===== src/rtl/update_dispatcher.sv =====
// ==========================================================================
// update_dispatcher: buffers edge-weight updates and issues them one at a time to the container. Rev 1.0
// ==========================================================================
`default_nettype none

module update_dispatcher #(
  parameter int PRED_BITS   = 5,
  parameter int WEIGHT_BITS = 32,
  parameter int DEPTH       = 8,
  parameter int TIMEOUT     = 65535
) (
  input  logic                     clk,
  input  logic                     reset,
  input  logic                     upd_valid,
  input  logic [PRED_BITS-1:0]     upd_src,
  input  logic [PRED_BITS-1:0]     upd_dst,
  input  logic [WEIGHT_BITS-1:0]   upd_e,
  output logic                     upd_ready,
  output logic                     container_reset,
  output logic [PRED_BITS-1:0]     u_src,
  output logic [PRED_BITS-1:0]     u_dst,
  output logic [WEIGHT_BITS-1:0]   u_e,
  input  logic                     container_done,
  output logic                     busy,
  output logic [$clog2(DEPTH):0]   fifo_level,
  output logic [15:0]              updates_done,
  output logic [7:0]               rejected,
  output logic                     err_timeout
);

  localparam int AW  = $clog2(DEPTH);
  localparam int LW  = AW + 1;
  localparam int WDW = $clog2(TIMEOUT + 1);
  localparam int EW  = 2 * PRED_BITS + WEIGHT_BITS;

  localparam logic [1:0] S_IDLE  = 2'd0;
  localparam logic [1:0] S_ISSUE = 2'd1;
  localparam logic [1:0] S_GUARD = 2'd2;
  localparam logic [1:0] S_WAIT  = 2'd3;

  // The container negates the weight for the reverse edge, so the most
  // negative value has no representable negation and must be filtered.
  localparam logic [WEIGHT_BITS-1:0] W_MIN   = {1'b1, {(WEIGHT_BITS-1){1'b0}}};
  localparam logic [WDW-1:0]         WD_LAST = WDW'(TIMEOUT - 1);

  logic [EW-1:0]          mem_q [DEPTH];
  logic [AW-1:0]          wr_ptr_q, rd_ptr_q;
  logic [LW-1:0]          level_q;
  logic [1:0]             state_q, state_d;
  logic [WDW-1:0]         wd_q, wd_d;
  logic                   err_q, err_d;
  logic [15:0]            done_cnt_q;
  logic [7:0]             rej_cnt_q;
  logic [PRED_BITS-1:0]   u_src_q, u_dst_q;
  logic [WEIGHT_BITS-1:0] u_e_q;

  logic accept, illegal, push, pop, done_inc;

  assign upd_ready = (level_q < LW'(DEPTH));
  assign accept    = upd_valid && upd_ready;
  assign illegal   = (upd_src == upd_dst) || (upd_e == W_MIN);
  assign push      = accept && !illegal;

  always_comb begin
    state_d  = state_q;
    wd_d     = wd_q;
    err_d    = err_q;
    pop      = 1'b0;
    done_inc = 1'b0;
    case (state_q)
      S_IDLE: begin
        if (level_q != '0) begin
          pop     = 1'b1;
          state_d = S_ISSUE;
        end
      end
      S_ISSUE: state_d = S_GUARD;
      S_GUARD: begin
        wd_d    = '0;
        state_d = S_WAIT;
      end
      S_WAIT: begin
        wd_d = wd_q + WDW'(1);
        if (container_done) begin
          done_inc = 1'b1;
          state_d  = S_IDLE;
        end else if (wd_q == WD_LAST) begin
          err_d   = 1'b1;
          state_d = S_IDLE;
        end
      end
      default: state_d = S_IDLE;
    endcase
  end

  always_ff @(posedge clk) begin
    if (push) begin
      mem_q[wr_ptr_q] <= {upd_src, upd_dst, upd_e};
    end
  end

  always_ff @(posedge clk) begin
    if (reset) begin
      state_q    <= S_IDLE;
      wr_ptr_q   <= '0;
      rd_ptr_q   <= '0;
      level_q    <= '0;
      wd_q       <= '0;
      err_q      <= 1'b0;
      done_cnt_q <= '0;
      rej_cnt_q  <= '0;
      u_src_q    <= '0;
      u_dst_q    <= '0;
      u_e_q      <= '0;
    end else begin
      state_q <= state_d;
      wd_q    <= wd_d;
      err_q   <= err_d;
      if (push) wr_ptr_q <= wr_ptr_q + AW'(1);
      if (pop) begin
        rd_ptr_q                   <= rd_ptr_q + AW'(1);
        {u_src_q, u_dst_q, u_e_q}  <= mem_q[rd_ptr_q];
      end
      case ({push, pop})
        2'b10:   level_q <= level_q + LW'(1);
        2'b01:   level_q <= level_q - LW'(1);
        default: level_q <= level_q;
      endcase
      if (done_inc) done_cnt_q <= done_cnt_q + 16'd1;
      if (accept && illegal && (rej_cnt_q != 8'hFF)) rej_cnt_q <= rej_cnt_q + 8'd1;
    end
  end

  assign container_reset = (state_q == S_ISSUE);
  assign busy            = (level_q != '0) || (state_q != S_IDLE);
  assign fifo_level      = level_q;
  assign updates_done    = done_cnt_q;
  assign rejected        = rej_cnt_q;
  assign err_timeout     = err_q;
  assign u_src           = u_src_q;
  assign u_dst           = u_dst_q;
  assign u_e             = u_e_q;

endmodule

`default_nettype wire


===== config.mk =====
export PLATFORM = sky130hd
export DESIGN_NAME = update_dispatcher
export DESIGN_NICKNAME = d
export VERILOG_FILES = /design/src/rtl/update_dispatcher.sv
export SDC_FILE = /design/constraint.sdc
export NUM_CORES = 1
export LEC_CHECK = 0
export ABC_AREA = 0
export BUFFER_PORTS_ARGS = -buffer_cell sky130_fd_sc_hd__buf_4
export CAP_MARGIN = 20
export CORE_MARGIN = 3
export CORE_UTILIZATION = 60
export DETAILED_ROUTE_END_ITERATION = 10
export GPL_ROUTABILITY_DRIVEN = 0
export PLACE_DENSITY = 0.79
export SETUP_SLACK_MARGIN = 0.15
export SLEW_MARGIN = 40
export SYNTH_ARGS = -nofsm -noshare
export SYNTH_HDL_FRONTEND = slang
export SYNTH_SLANG_ARGS = --single-unit
export TNS_END_PERCENT = 50

===== constraint.sdc =====
create_clock -name clk -period 9.8 [get_ports clk]
set_input_delay 1.96 -clock clk [delete_from_list [all_inputs] [get_ports clk]]
set_output_delay 1.96 -clock clk [all_outputs]
set_load 0.05 [all_outputs]

## Word level (Yosys, flattened, before mapping)

Memory sizes are Yosys's and may differ from the RTL's. A register that Yosys moved wholly into a read port is not among the register bits.
Index checks and enable logic that the tools add are counted.
Widths: inputs -> output; s select.

- Bits in writable memories: 336
- Logic and storage cells: 55
- Output and inout bits: 74
- Memories kept: 1
- Register bits after elaboration: 53

- Bitwise logic cells: 1
- Reduce and logical (&&, ||, !) cells: 14
- Mux-type cells: 12
- Magnitude comparators: 1
- Add/subtract/negate cells: 7
- Equal/unequal tests: 11

Memory list:

| name | words | bits a word | rd ports | clocked after Yosys merged registers in | write ports | line | source |
|---|---|---|---|---|---|---|---|
| mem_q | 8 | 42 | 1 | 1 | 1 | 46 | `logic [EW-1:0] mem_q [DEPTH];` |

Operators by type and width:

| kind | count |
|---|---|
| $add 16x1->16 const B | 2 |
| $eq 32x32->1 const B | 1 |
| $pmux 16 s2 | 1 |
| $eq 16x16->1 const B | 1 |
| $add 8x1->8 const B | 1 |
| $ne 8x8->1 const B | 1 |
| $pmux 2 s4 | 1 |
| $pmux 4 s2 | 1 |
| $add 3x1->3 const B | 2 |
| $eq 2x2->1 const B | 3 |
| $mux 1 | 6 |
| $mux 2 | 3 |
| $reduce_bool 2->1 | 3 |
| $eq 5x5->1 | 1 |
| $add 4x1->4 const B | 1 |
| $eq 2x1->1 const B | 2 |
| $logic_and 1x1->1 | 4 |
| $lt 4x4->1 const B | 1 |
| $reduce_bool 4->1 | 1 |
| $sub 4x1->4 const B | 1 |
| $ne 3x3->1 const B | 1 |
| $reduce_and 3->1 | 1 |
| $logic_not 2->1 | 1 |
| $logic_or 1x1->1 | 2 |
| other kinds (4) | 4 |

## Logic depth before layout (Yosys ltp)

Gate-level depths: netlist (run 1).

- Depth in word-level cells: 6
- Gate-level depth with buffers: 13
- Depth with buffers taken out: 12

## Worst setup path before layout (run 1)

OpenSTA, ideal clock, no wires.

- Kind: input to register
- Start point: in upd_e[31]
- End point: mem mem_q[2][0] (netlist bit) (enable)
- Data arrival time: 7.196 ns
- Slack: 2.044 ns
- Stages: 7
- Buffers on the path: 1
- Cell sequence: nor4b_1 > nand4_1 > nor2_1 > nor2_1 > buf_2 > nand2_2 > nor4b_1

- Longest elaborated chain between the ends: 6

RTL lines:

| what | line | source |
|---|---|---|
| start, declared | 17 | `input logic [WEIGHT_BITS-1:0] upd_e,` |
| $eq 32x32->1 | 61 | `assign illegal = (upd_src == upd_dst) \|\| (upd_e == W_MIN);` |
| $logic_or 1x1->1 | 61 |  |
| $logic_not 1->1 | 62 | `assign push = accept && !illegal;` |
| $logic_and 1x1->1 | 62 |  |
| $mux 1 | 97 | `if (push) begin` |
| $mux 1 (not written as such) | 98 | `mem_q[wr_ptr_q] <= {upd_src, upd_dst, upd_e};` |
| end, declared | 46 |  |

Every way passes these cells.

## Final worst setup path (run 1)

- Start point: in upd_e[1]
- End point: reg level_q[2] (netlist: fifo_level[2])

- Longest elaborated chain between the ends: 6
- Elaborated cells on any way between the ends: 8

RTL lines:

| what | line | source |
|---|---|---|
| $eq 32x32->1 (*) | 61 |  |
| $logic_or 1x1->1 (*) | 61 |  |
| $logic_not 1->1 (*) | 62 |  |
| $logic_and 1x1->1 (*) | 62 |  |
| $eq 2x1->1 or $eq 2x2->1 (tied branches) | 124 | `case ({push, pop})` |
| $pmux 4 s2 or $reduce_bool 2->1 (tied branches) | - |  |
| end signal, assigned | 125 | `2'b10: level_q <= level_q + LW'(1);` |
| end signal, assigned | 126 | `2'b01: level_q <= level_q - LW'(1);` |
| end signal, assigned | 127 | `default: level_q <= level_q;` |
| end, declared | 48 | `logic [LW-1:0] level_q;` |

Every way passes the cells marked *; elsewhere a longest branch is shown, timed or not.
A chain may end at the register's enable or synchronous reset.

==> summary.md, run 1 <==
| Metric | Value |
|---|---|
| Path depth of the worst reg2reg path | `10` |
| Post-CTS Resized | `0` |
| First-pass GRT wire length | `between 50000 and 60000 um` |
| Post-Syn Area per Cell | `around 17 um2` |
| Hold slack | `just under 0.5 ns` |
| Die height | `between 150 and 200 um` |
| Status | `completed` |
| Die area | `around 30000 um2` |
| Dpl cells | `roughly 1.4k` |
| Depth of the CTS H-tree | `2` |
| Via/cell ratio | `6.12` |
| Final Non-Filler Cells | `between 1k and 1.5k` |
| Hold Crit Depth | `2` |
| Sw frac | `30.1%` |
| Drt pass-1 iters | `5` |
| TritonCTS clock tree | `yes` |
| Register share of total power | `44.8%` |
| Slew Limit Fails | `0` |
| Reg-to-reg setup timing slack | `around 6.9 ns` |
| Post-CTS Setup Inserts | `0` |
| Worst Skew | `~0.029 ns` |
| Die Width | `roughly 170 um` |
| HPWL Detailed | `17600 um` |
| Power, Total | `roughly 5.0 mW` |
| Max rail drop VDD | `around 0.00023 V` |
| Async set-reset flop share out of synthesis | `0%` |
| Post-layout util | `71.2%` |
| Share of the synthesized area in the top cell type | `~60%` |
| Worst EP required | `between 10 and 15 ns` |
| Pleak | `6.32 nW` |
| Fmax | `~0.21 GHz` |
| Critical Path Source | `upd_e[1]` |
| Area Growth Syn to Fin | `15.8%` |
| Met3 Wirelength | `around 2400 um` |
| Crit path DAT | `roughly 5.2 ns` |
| End of the critical path | `fifo_level[2]$_SDFFE_PP0P_` |
| Psw | `1.52 mW` |
| RR Endpoint | `fifo_level[2]$_SDFFE_PP0P_` |
| Post-synth EDFFs | `between 300 and 400` |
| Via count | `9139` |
| # hold bufs at CTS | `0` |
| Tcrit/Tclk final | `48.1%` |
| Number of global-route vias before repair | `about 9.1k` |
| Area after DPL | `around 18000 um2` |
| Syn. warnings | `0` |
| Clock network power share | `between 30% and 40%` |
| Worst-path clk slew | `~0.06 ns` |
| RSZ-0062 raised after global routing | `false` |
| Highest routed metal layer | `met5` |
| CTS buffer count | `43` |
| Setup TNS | `0 ns` |
| Gate Count Post-Synth | `a little under 1k` |
| Critical path launch point type | `input pin` |
| Post-route ant nets | `0` |
| Final nets | `between 1k and 1.5k` |
| Synth Cell Area | `16700 um2` |
| Total global routing overflow | `0` |
| Tmin final | `4.72 ns` |
| Number of clock sinks | `~430` |
| Finished Cell Area | `between 15000 and 20000 um2` |
| Largest net degree at the start of global routing | `90` |
| Initial Util | `between 60 and 70%` |
| Routed wl met2 | `roughly 16000 um` |
| Crit Path Max Fanout | `15` |
| Pint | `~3.5 mW` |
| Residual DRC count | `0` |
| Pwr dens | `roughly 260 nW/um2` |
| M1 wire length | `14200 um` |
| Area contributors post-synth | `edfxtp_1, dfxtp_1, mux4_2` |
| I/O pin count | `between 100 and 150` |
| Min-Delay Path Class | `register to register` |
| Worst-Skew Late Latency | `approximately 0.55 ns` |
| Syn nets | `between 1k and 1.5k` |
| Final hold vios | `0` |
| Synth Register Bits | `approximately 430` |
| Core box area | `27200 um2` |
| Routed Wire Length | `roughly 34000 um` |
| Main synth FF type | `edfxtp_1` |
| Post-Place Worst Slack | `approximately 4.5 ns` |
| Final WS setup | `around 5.1 ns` |
| Initial antenna violation count | `1` |
| Total GRT Usage | `22.6%` |
| Netlist cell types | `44` |
| IO buf count | `about 120` |
| Wire length per cell | `between 20 and 25 um` |
| Bufs on Longest Clock Path | `3` |
| Register area share after synthesis | `71.7%` |
| Slew margin rel. | `between 40% and 50%` |
| Post-synth top area cell | `edfxtp_1` |
| Endpoints failing setup | `0` |
| Cell Rows | `60` |
| Critical path endpoint category | `register` |
| Layout cells sized above 1 | `between 20% and 30%` |
| Iter 0 DRT Violations | `797` |
| Root Buffer | `clkbuf_16` |
| Max-Cap Viols | `0` |
| RR Startpoint | `fifo_level[0]$_SDFFE_PP0P_` |
| CP Class | `input pin to register` |
| Worst-Margin Slew | `slightly above 0.8 ns` |
| Gate power share | `around a quarter` |
-- metal layers --
metal / global-route usage, % / vias up
met5: 0 / -
li1: - / 4088
met1: 32.2 / 4589
met4: 7.40 / 2
met3: 4.30 / 76
met2: 35.9 / 384
-- power groups by stage --
stage | clock, mW | combinational [mW] | sequential [mW]
floorplan | 0 | 0.739 | 2.44
global placement | 0 | 1.20 | 2.29
detailed placement | 0 | 1.22 | 2.30
CTS | 1.59 | 1.24 | 2.26
global route | 1.66 | 1.32 | 2.28
finish | 1.56 | 1.22 | 2.26
-- layout make-up --
type	count	area (um2)
Clock buffer	61	1210
Timing Repair Buffer	132	1000
Inverter	9	33.8
Clock inverter	15	135
Antenna cell	1	2.50
Sequential cell	431	12000
Tap cell	372	465
Multi-Input combinational cell	472	4500
Fill cell	1705	7820
-- registers in the layout, indices dropped and copies added (netlist names) --
name / count
mem_q: 336
u_e: 32
updates_done: 16
wd_q: 16
rejected: 8
u_dst: 5
u_src: 5
fifo_level: 4
rd_ptr_q: 3
wr_ptr_q: 3
state_q: 2
err_timeout: 1
-- worst min-delay path by stage --
stage                             startpoint                  endpoint  slack, ns
global placement        wd_q[7]$_SDFFE_PP0P_      wd_q[7]$_SDFFE_PP0P_       0.46
floorplan               wd_q[7]$_SDFFE_PP0P_      wd_q[7]$_SDFFE_PP0P_       0.44
global route        err_timeout$_SDFFE_PP0P_  err_timeout$_SDFFE_PP0P_       0.49
CTS                 err_timeout$_SDFFE_PP0P_  err_timeout$_SDFFE_PP0P_       0.48
finish              err_timeout$_SDFFE_PP0P_  err_timeout$_SDFFE_PP0P_       0.49
detailed placement  err_timeout$_SDFFE_PP0P_  err_timeout$_SDFFE_PP0P_       0.46
-- critical path, stage by stage --
cell and delay [ns]:
buf_4 0.14, nor4_1 0.50, nand4_1 0.34, nor2_1 0.46, nor2_2 0.22, nand2_2 0.26, ha_1 0.30, xor2_1 0.17
ha_1 0.16, a21oi_1 0.05, xor2_1 0.16, or3_1 0.31, a21oi_1 0.13
-- logic make-up after synthesis --
group | count (synthesis) | share of synthesized area [%]
fa+ha+maj | 14 | 1.05
flops | 431 | 71.7
compound gates | 104 | 4.24
xor+xnor | 27 | 1.41
simple gates | 193 | 5.56
buf+inv | 65 | 1.68
mux | 134 | 14.3
-- Yosys cell counts (all sizes together), types with 14 or more instances --
| library cell | n |
|---|---|
| ha | 14 |
| edfxtp | 336 |
| clkbuf | 29 |
| a21oi | 20 |
| dfxtp | 95 |
| a211oi | 45 |
| xor2 | 18 |
| mux4 | 84 |
| nand3 | 21 |
| mux2i | 47 |
| buf | 27 |
| o21ai | 15 |
| nand2 | 31 |
| nor2 | 85 |
-- placed cells by master (no fill, tap or decap), types with 8 or more instances in the layout --
master and n:
a211oi_1 45, edfxtp_1 336, xor2_1 18, nand2_1 30
mux2i_1 47, a21oi_1 20, nand4_1 8, dfxtp_1 92
nor4_1 9, xnor2_1 9, nand3_1 21, clkbuf_16 44
clkbuf_1 12, buf_4 130, inv_1 9, nor2_1 83
o21ai_0 14, mux4_2 84, ha_1 14
Note: power is estimated with default switching activity, not from simulation.
==> run 2, diff against run 1 <==
--- a/config.mk
+++ b/config.mk
@@ -5,7 +5,7 @@
 export SDC_FILE = /design/constraint.sdc
 export NUM_CORES = 1
 export LEC_CHECK = 0
-export ABC_AREA = 0
+export ABC_AREA = 1
 export BUFFER_PORTS_ARGS = -buffer_cell sky130_fd_sc_hd__buf_4
 export CAP_MARGIN = 20
 export CORE_MARGIN = 3
==> constraint.sdc (replaced) <==
create_clock -name clk -period 4.8 [get_ports clk]
set_input_delay 0.96 -clock clk [delete_from_list [all_inputs] [get_ports clk]]
set_output_delay 0.96 -clock clk [all_outputs]
set_load 0.05 [all_outputs]
==> run 2 against run 1 <==
  * Combinational power rose to 3.0 times the previous value
  * Global-route usage rose by 2.2 points
  * Routed wire length rose by 14%
  * Worst setup slack got worse by 3.3 ns
  * Cell count rose by 35%
  * Critical path depth did not move
  * Clock skew fell by 0.013 ns
  * Clock power rose by 94%
  * Clock-buffer cell count fell by 3
  * Sequential share of layout area fell by 1.1 points
  * Flip-flop and latch count did not move
  * Largest power group unchanged
==> summary.md, run 2 <==
| Metric | Value |
|---|---|
| Status | `completed` |
| Clock network power share | `between 20% and 30%` |
| Die area | `about 30000 um2` |
| Tmin final | `a little under 3 ns` |
| Register area share after synthesis | `slightly below 70%` |
| I/O pin count | `120` |
| Area of the multi-input gates | `~4500 um2` |
| Via count | `between 10k and 15k` |
| Power, Total | `about 11 mW` |
| Share of the synthesized area in the top cell type | `58.3%` |
| CP Class | `input pin to register` |
| Crit Path Max Fanout | `17` |
| Final hold vios | `0` |
| Fmax | `between 0.3 and 0.4 GHz` |
| Initial Util | `around three fifths` |
| Slew Limit Fails | `0` |
| Via/cell ratio | `a little under 6` |
| Post-synth EDFFs | `336` |
| Hold Crit Depth | `2` |
| Gate Count Post-Synth | `1500` |
| Post-Synth Adder-Cell Area | `1.01%` |
| Routed Wire Length | `around 39000 um` |
| First-pass GRT wire length | `a little over 60000 um` |
| Psw | `~4.3 mW` |
| Die Width | `176 um` |
| Worst-path clk slew | `roughly 0.060 ns` |
| # hold bufs at CTS | `0` |
| Worst-Margin Slew | `approximately 0.77 ns` |
| Synth Cell Area | `around 17000 um2` |
| Post-CTS Resized | `0` |
| Post-route ant nets | `0` |
| Min-Delay Path Class | `register to register` |
| Root Buffer | `clkbuf_16` |
| Initial antenna violation count | `1` |
| Cell Rows | `61` |
| Sw frac | `37.5%` |
| Die height | `between 150 and 200 um` |
| Max rail drop VDD | `roughly 0.00041 V` |
| Worst EP required | `approximately 5.2 ns` |
| Final WS setup | `about 1.8 ns` |
| Most common cell after layout, fill and taps aside | `edfxtp_1` |
| Path depth of the worst reg2reg path | `11` |
| HPWL Detailed | `21700 um` |
| CTS buffer count | `43` |
| Post-CTS Setup Inserts | `0` |
| Synth Register Bits | `between 400 and 500` |
| Worst-Skew Late Latency | `between 0.5 and 0.6 ns` |
| Number of global-route vias before repair | `approximately 12k` |
| Area occupied by registers | `between 10000 and 15000 um2` |
| Hold path startpoint | `wr_ptr_q[0]$_SDFFE_PP0P_` |
| Tcrit/Tclk final | `between 60 and 70%` |
| Area contributors post-synth | `edfxtp_1, dfxtp_1, o21ai_0` |
| Reg with most FFs | `mem_q` |
| RSZ-0062 raised after global routing | `false` |
| Wire length per cell | `19.2 um` |
| Synth Area in Simple Gates | `roughly a tenth` |
| Combinational family with the most area after synthesis | `compound AO/OA/AOI/OAI gates` |
| Endpoints failing setup | `0` |
| Post-Place Worst Slack | `1.31 ns` |
| Critical path's slowest cell | `nand3_1` |
| Area Growth Syn to Fin | `14.0%` |
| CP delay by family, top | `simple AND/OR/NAND/NOR gates` |
| Multiplexer share of the synthesized area | `0%` |
| RR Startpoint | `fifo_level[3]$_SDFFE_PP0P_` |
| Max-Cap Viols | `0` |
| TritonCTS clock tree | `yes` |
| Largest net degree at the start of global routing | `~170` |
| Complex-gate fraction of the synthesized area | `around 14%` |
| Critical Path Source | `upd_valid` |
| Most frequent cells in the layout | `edfxtp_1, nor2_1, o21ai_0` |
| Max stage delay on crit path | `0.55 ns` |
| Residual DRC count | `0` |
| Most frequent cell after synthesis | `edfxtp_1` |
| Register share of total power | `between 40% and 50%` |
| Crit path DAT | `between 3 and 4 ns` |
| Buf/Inv on CP | `4` |
| Number of clock sinks | `431` |
| Worst Skew | `about 0.015 ns` |
| Slew margin rel. | `roughly 49%` |
| Core box area | `28100 um2` |
| Async set-reset flop share out of synthesis | `0%` |
| Post-Syn Area per Cell | `between 10 and 15 um2` |
| Post-synth top area cell | `edfxtp_1` |
| Most instantiated cells after synthesis | `edfxtp_1, nor2_1, o21ai_0` |
| Total GRT Usage | `between 20% and 30%` |
| Depth of the CTS H-tree | `2` |
| Critical path launch point type | `input pin` |
| # fillers | `1943` |
| Pint | `between 7 and 8 mW` |
| Iter 0 DRT Violations | `roughly 1.3k` |
| Layout cells sized above 1 | `approximately 15%` |
| XOR/XNOR share of the synthesized area | `less than 1%` |
| IO buf count | `roughly 120` |
| Pleak | `around 6.9 nW` |
| Syn nets | `1560` |
| Pwr dens | `around 580 nW/um2` |
| Final nets | `between 1.5k and 2k` |
| Bufs on Longest Clock Path | `3` |
| Chain of cells forming the critical path | `buf_4 -> inv_1 -> nor2_2 -> nand3_1 -> ha_1 -> nand2_1 -> clkinv_1 -> nor2_1 -> ha_1 -> a21oi_1 -> xnor2_1 -> o21ai_1 -> inv_1` |
| Main synth FF type | `edfxtp_1` |
| Max FFs per register | `336` |
| Syn. warnings | `0` |
| Netlist cell types | `44` |
| Gate power share | `approximately a third` |
| Drt pass-1 iters | `5` |
| Critical path endpoint category | `register` |
| Total global routing overflow | `0` |
| CP Depth | `13` |
==> run 2: area by class of cell <==
cell class | instances | area share, %
sequential | 431 | 60.9
timing repair buffer | 139 | 5.57
inverter | 105 | 2.06
tap | 378 | 2.40
clock inverter | 20 | 0.482
antenna | 1 | 0.0127
multi-input combinational | 879 | 22.7
clock buffer | 58 | 5.90
==> run 2: layer usage <==
metal | track usage [%] | up-vias | part of all wire (%)
met1 | 33.2 | 5758 | 41
li1 | - | 5582 | -
met3 | 3.65 | 76 | 7.2
met2 | 41.8 | 514 | 50
met5 | 0 | - | 0
met4 | 8.38 | 0 | 2.4
==> run 2: path summary, 6_finish.rpt <==
kind                                                    to  slack [ns]
worst max-delay path            fifo_level[2]$_SDFFE_PP0P_        1.82
worst min-delay path              wr_ptr_q[0]$_SDFFE_PP0P_        0.49
worst max register to register  fifo_level[2]$_SDFFE_PP0P_        1.90
worst min register to register    wr_ptr_q[0]$_SDFFE_PP0P_        0.49
==> run 2: cells by family after synthesis <==
| kind of cell | Yosys count |
|---|---|
| XOR/XNOR | 11 |
| AO/OA/AOI/OAI | 439 |
| buffers and inverters | 190 |
| adder cells (fa/ha/maj) | 14 |
| flip-flops | 431 |
| AND/OR/NAND/NOR | 415 |
==> run 2: worst min-delay path, delay by kind of cell (launching register included) <==
family | cells | cell delay, ns
flops | 1 | 0.32
simple gates | 1 | 0.06
compound gates | 1 | 0.05
==> run 2: power by group through the flow <==
stage / Combinational [mW] / Clock, mW / Sequential, mW
after global routing: 4.04 / 3.23 / 4.71
after global placement: 3.49 / 0 / 4.77
final: 3.71 / 3.02 / 4.67
after CTS: 3.70 / 3.06 / 4.67
after floorplan: 2.10 / 0 / 5.32
after detailed placement: 3.67 / 0 / 4.74
==> run 2: stage by stage <==
step / utilization (%) / instance area, um2 / hold WS [ns] / TNS, ns / instances
after floorplan: - / 17300 / 0.453 / -31.11 / 1500
after global placement: 65.6 / 18400 / 0.470 / 0 / 1931
after detailed placement: 65.7 / 18500 / 0.483 / 0 / 1932
after CTS: 70.2 / 19700 / 0.489 / 0 / 2010
after global routing: 70.2 / 19700 / 0.504 / 0 / 2011
final: 70.2 / 19700 / 0.488 / 0 / 2011
==> run 3, diff against run 2 <==
==> constraint.sdc (replaced) <==
create_clock -name clk -period 2.8 [get_ports clk]
set_input_delay 0.56 -clock clk [delete_from_list [all_inputs] [get_ports clk]]
set_output_delay 0.56 -clock clk [all_outputs]
set_load 0.05 [all_outputs]
==> run 3 against run 2 <==
  * Clock skew grew 0.0052 ns
  * Die area is the same
  * Clock power grew 93%
  * Critical endpoint is now rd_ptr_q[2]$_SDFFE_PP0P_
  * Largest cell class unchanged
==> summary.md, run 3 (synthesis results as in run 2) <==
| Metric | Value |
|---|---|
| Status | `completed` |
| Final hold vios | `0` |
| Drt pass-1 iters | `5` |
| Max-Cap Viols | `0` |
| Finished Cell Area | `~20000 um2` |
| Most frequent cells in the layout | `edfxtp_1, nor2_1, o21ai_0` |
| Endpoints failing setup | `0` |
| Pleak | `7.10 nW` |
| Area Growth Syn to Fin | `16.4%` |
| Die height | `176 um` |
| Worst-Margin Slew | `between 0.6 and 0.7 ns` |
| Clock network power share | `roughly 29%` |
| Core box area | `roughly 28000 um2` |
| Crit path DAT | `2.68 ns` |
| Pint | `between 10 and 15 mW` |
| Worst-path clk slew | `about 0.06 ns` |
| Bufs on Longest Clock Path | `3` |
| Dpl cells | `1942` |
| HPWL Detailed | `21300 um` |
| Total GRT Usage | `about a quarter` |
| Final Non-Filler Cells | `approximately 2.0k` |
| Area after DPL | `18700 um2` |
| RSZ-0062 raised after global routing | `false` |
| Slew Limit Fails | `0` |
| Most common cell after layout, fill and taps aside | `edfxtp_1` |
| Setup TNS | `0 ns` |
| Max rail drop VDD | `roughly 0.0010 V` |
| Via count | `between 10k and 15k` |
| # hold bufs at CTS | `0` |
| I/O pin count | `120` |
| Depth of the CTS H-tree | `2` |
| Max FFs per register | `between 300 and 400` |
| Post-CTS Resized | `0` |
| Worst EP required | `about 3.2 ns` |
| Post-layout util | `roughly 72%` |
| Min-Delay Path Class | `input pin to register` |
| Routed Wire Length | `between 30000 and 40000 um` |
| TritonCTS clock tree | `yes` |
| Die area | `between 30000 and 40000 um2` |
| CTS buffer count | `44` |
| Die Width | `roughly 180 um` |
| Pwr dens | `1010 nW/um2` |
| Largest net degree at the start of global routing | `171` |
| First-pass GRT wire length | `about 61000 um` |
| Initial Util | `61.6%` |
| Root Buffer | `clkbuf_16` |
| IO buf count | `about 120` |
| Reg with most FFs | `mem_q` |
| Critical path endpoint category | `register` |
| Total global routing overflow | `0` |
| Final nets | `~1.7k` |
| Post-CTS Setup Inserts | `0` |
| Reg-to-reg setup timing slack | `0.53 ns` |
| Worst Skew | `0.0206 ns` |
| Initial antenna violation count | `2` |
| Power, Total | `approximately 20 mW` |
| Wire length per cell | `19.1 um` |
| Post-route ant nets | `0` |
| CP Class | `register to register` |
| Via/cell ratio | `approximately 5.9` |
| Gate power share | `about 32%` |
| Critical path launch point type | `register` |
| Residual DRC count | `0` |
| Crit Path Max Fanout | `54` |
| Tcrit/Tclk final | `between 80% and 90%` |
| Register share of total power | `roughly two fifths` |
| Cell Rows | `61` |
| Tmin final | `2.27 ns` |
| # fillers | `roughly 1.9k` |
| Worst-Skew Late Latency | `0.55 ns` |
| Sw frac | `36.5%` |
| Layout cells sized above 1 | `about 16%` |
| Number of clock sinks | `approximately 430` |
| Number of global-route vias before repair | `about 12k` |
| Psw | `7.39 mW` |
| Iter 0 DRT Violations | `1335` |
| Slew margin rel. | `53.4%` |
| Fmax | `approximately 0.44 GHz` |
## run 3: cell types whose count changed in the layout (fill, tap and decap cells not counted), moves of 4 or more
cell,delta
buf_12,+7
bufinv_16,+4
clkbuf_1,-4
nor3_2,-4
nor3_4,+4
## run 3: metal layers
layer,global-route usage (%),share of wire [%]
met1,32.9,40
met2,42.1,50
met3,4.00,6.9
met4,8.68,2.3
met5,0,0.034
## run 3: layout make-up
cell class,count,area [um2],share of cell area [%]
Antenna cell,1,2.50,0.0124
Clock buffer,58,1210,6.03
Clock inverter,24,251,1.25
Inverter,105,407,2.02
Multi-Input combinational cell,879,4530,22.5
Sequential cell,431,12000,59.6
Tap cell,378,473,2.35
Timing Repair Buffer,149,1260,6.26
## run 3: through the flow
step / worst slack [ns] / hold WS (ns)
6_report: 0.529 / 0.242
2_1_floorplan: 0.0715 / 0.453
4_1_cts: 0.519 / 0.222
3_5_place_dp: 0.163 / 0.471
3_3_place_gp: 0.244 / 0.457
5_1_grt: 0.324 / 0.235
## run 3: final timing paths
| path | from | to | cells after the start |
|---|---|---|---|
| worst min register to register | err_timeout$_SDFFE_PP0P_ | err_timeout$_SDFFE_PP0P_ | 2 |
| worst max register to register | state_q[1]$_SDFFE_PP0P_ | rd_ptr_q[2]$_SDFFE_PP0P_ | 9 |
| worst min-delay path | upd_e[21] | mem_q[7][21]$_DFFE_PP_ | 1 |
| worst max-delay path | state_q[1]$_SDFFE_PP0P_ | rd_ptr_q[2]$_SDFFE_PP0P_ | 9 |
## run 3: critical path, cell delays in order (launching register included)
cell	delay, ns
dfxtp_1	0.33
inv_1	0.13
ha_1	0.18
nand2_1	0.19
inv_2	0.11
buf_4	0.31
buf_4	0.58
nand3_1	0.15
nand2_1	0.10
a21oi_1	0.04
## run 3: power groups by stage
| stage | clock network (mW) | logic [mW] | registers [mW] |
|---|---|---|---|
| after floorplan | 0 | 3.63 | 9.12 |
| after global placement | 0 | 6.27 | 8.00 |
| after detailed placement | 0 | 6.46 | 8.02 |
| after CTS | 5.89 | 6.51 | 7.90 |
| after global routing | 6.20 | 7.12 | 7.95 |
| final | 5.82 | 6.51 | 7.90 |
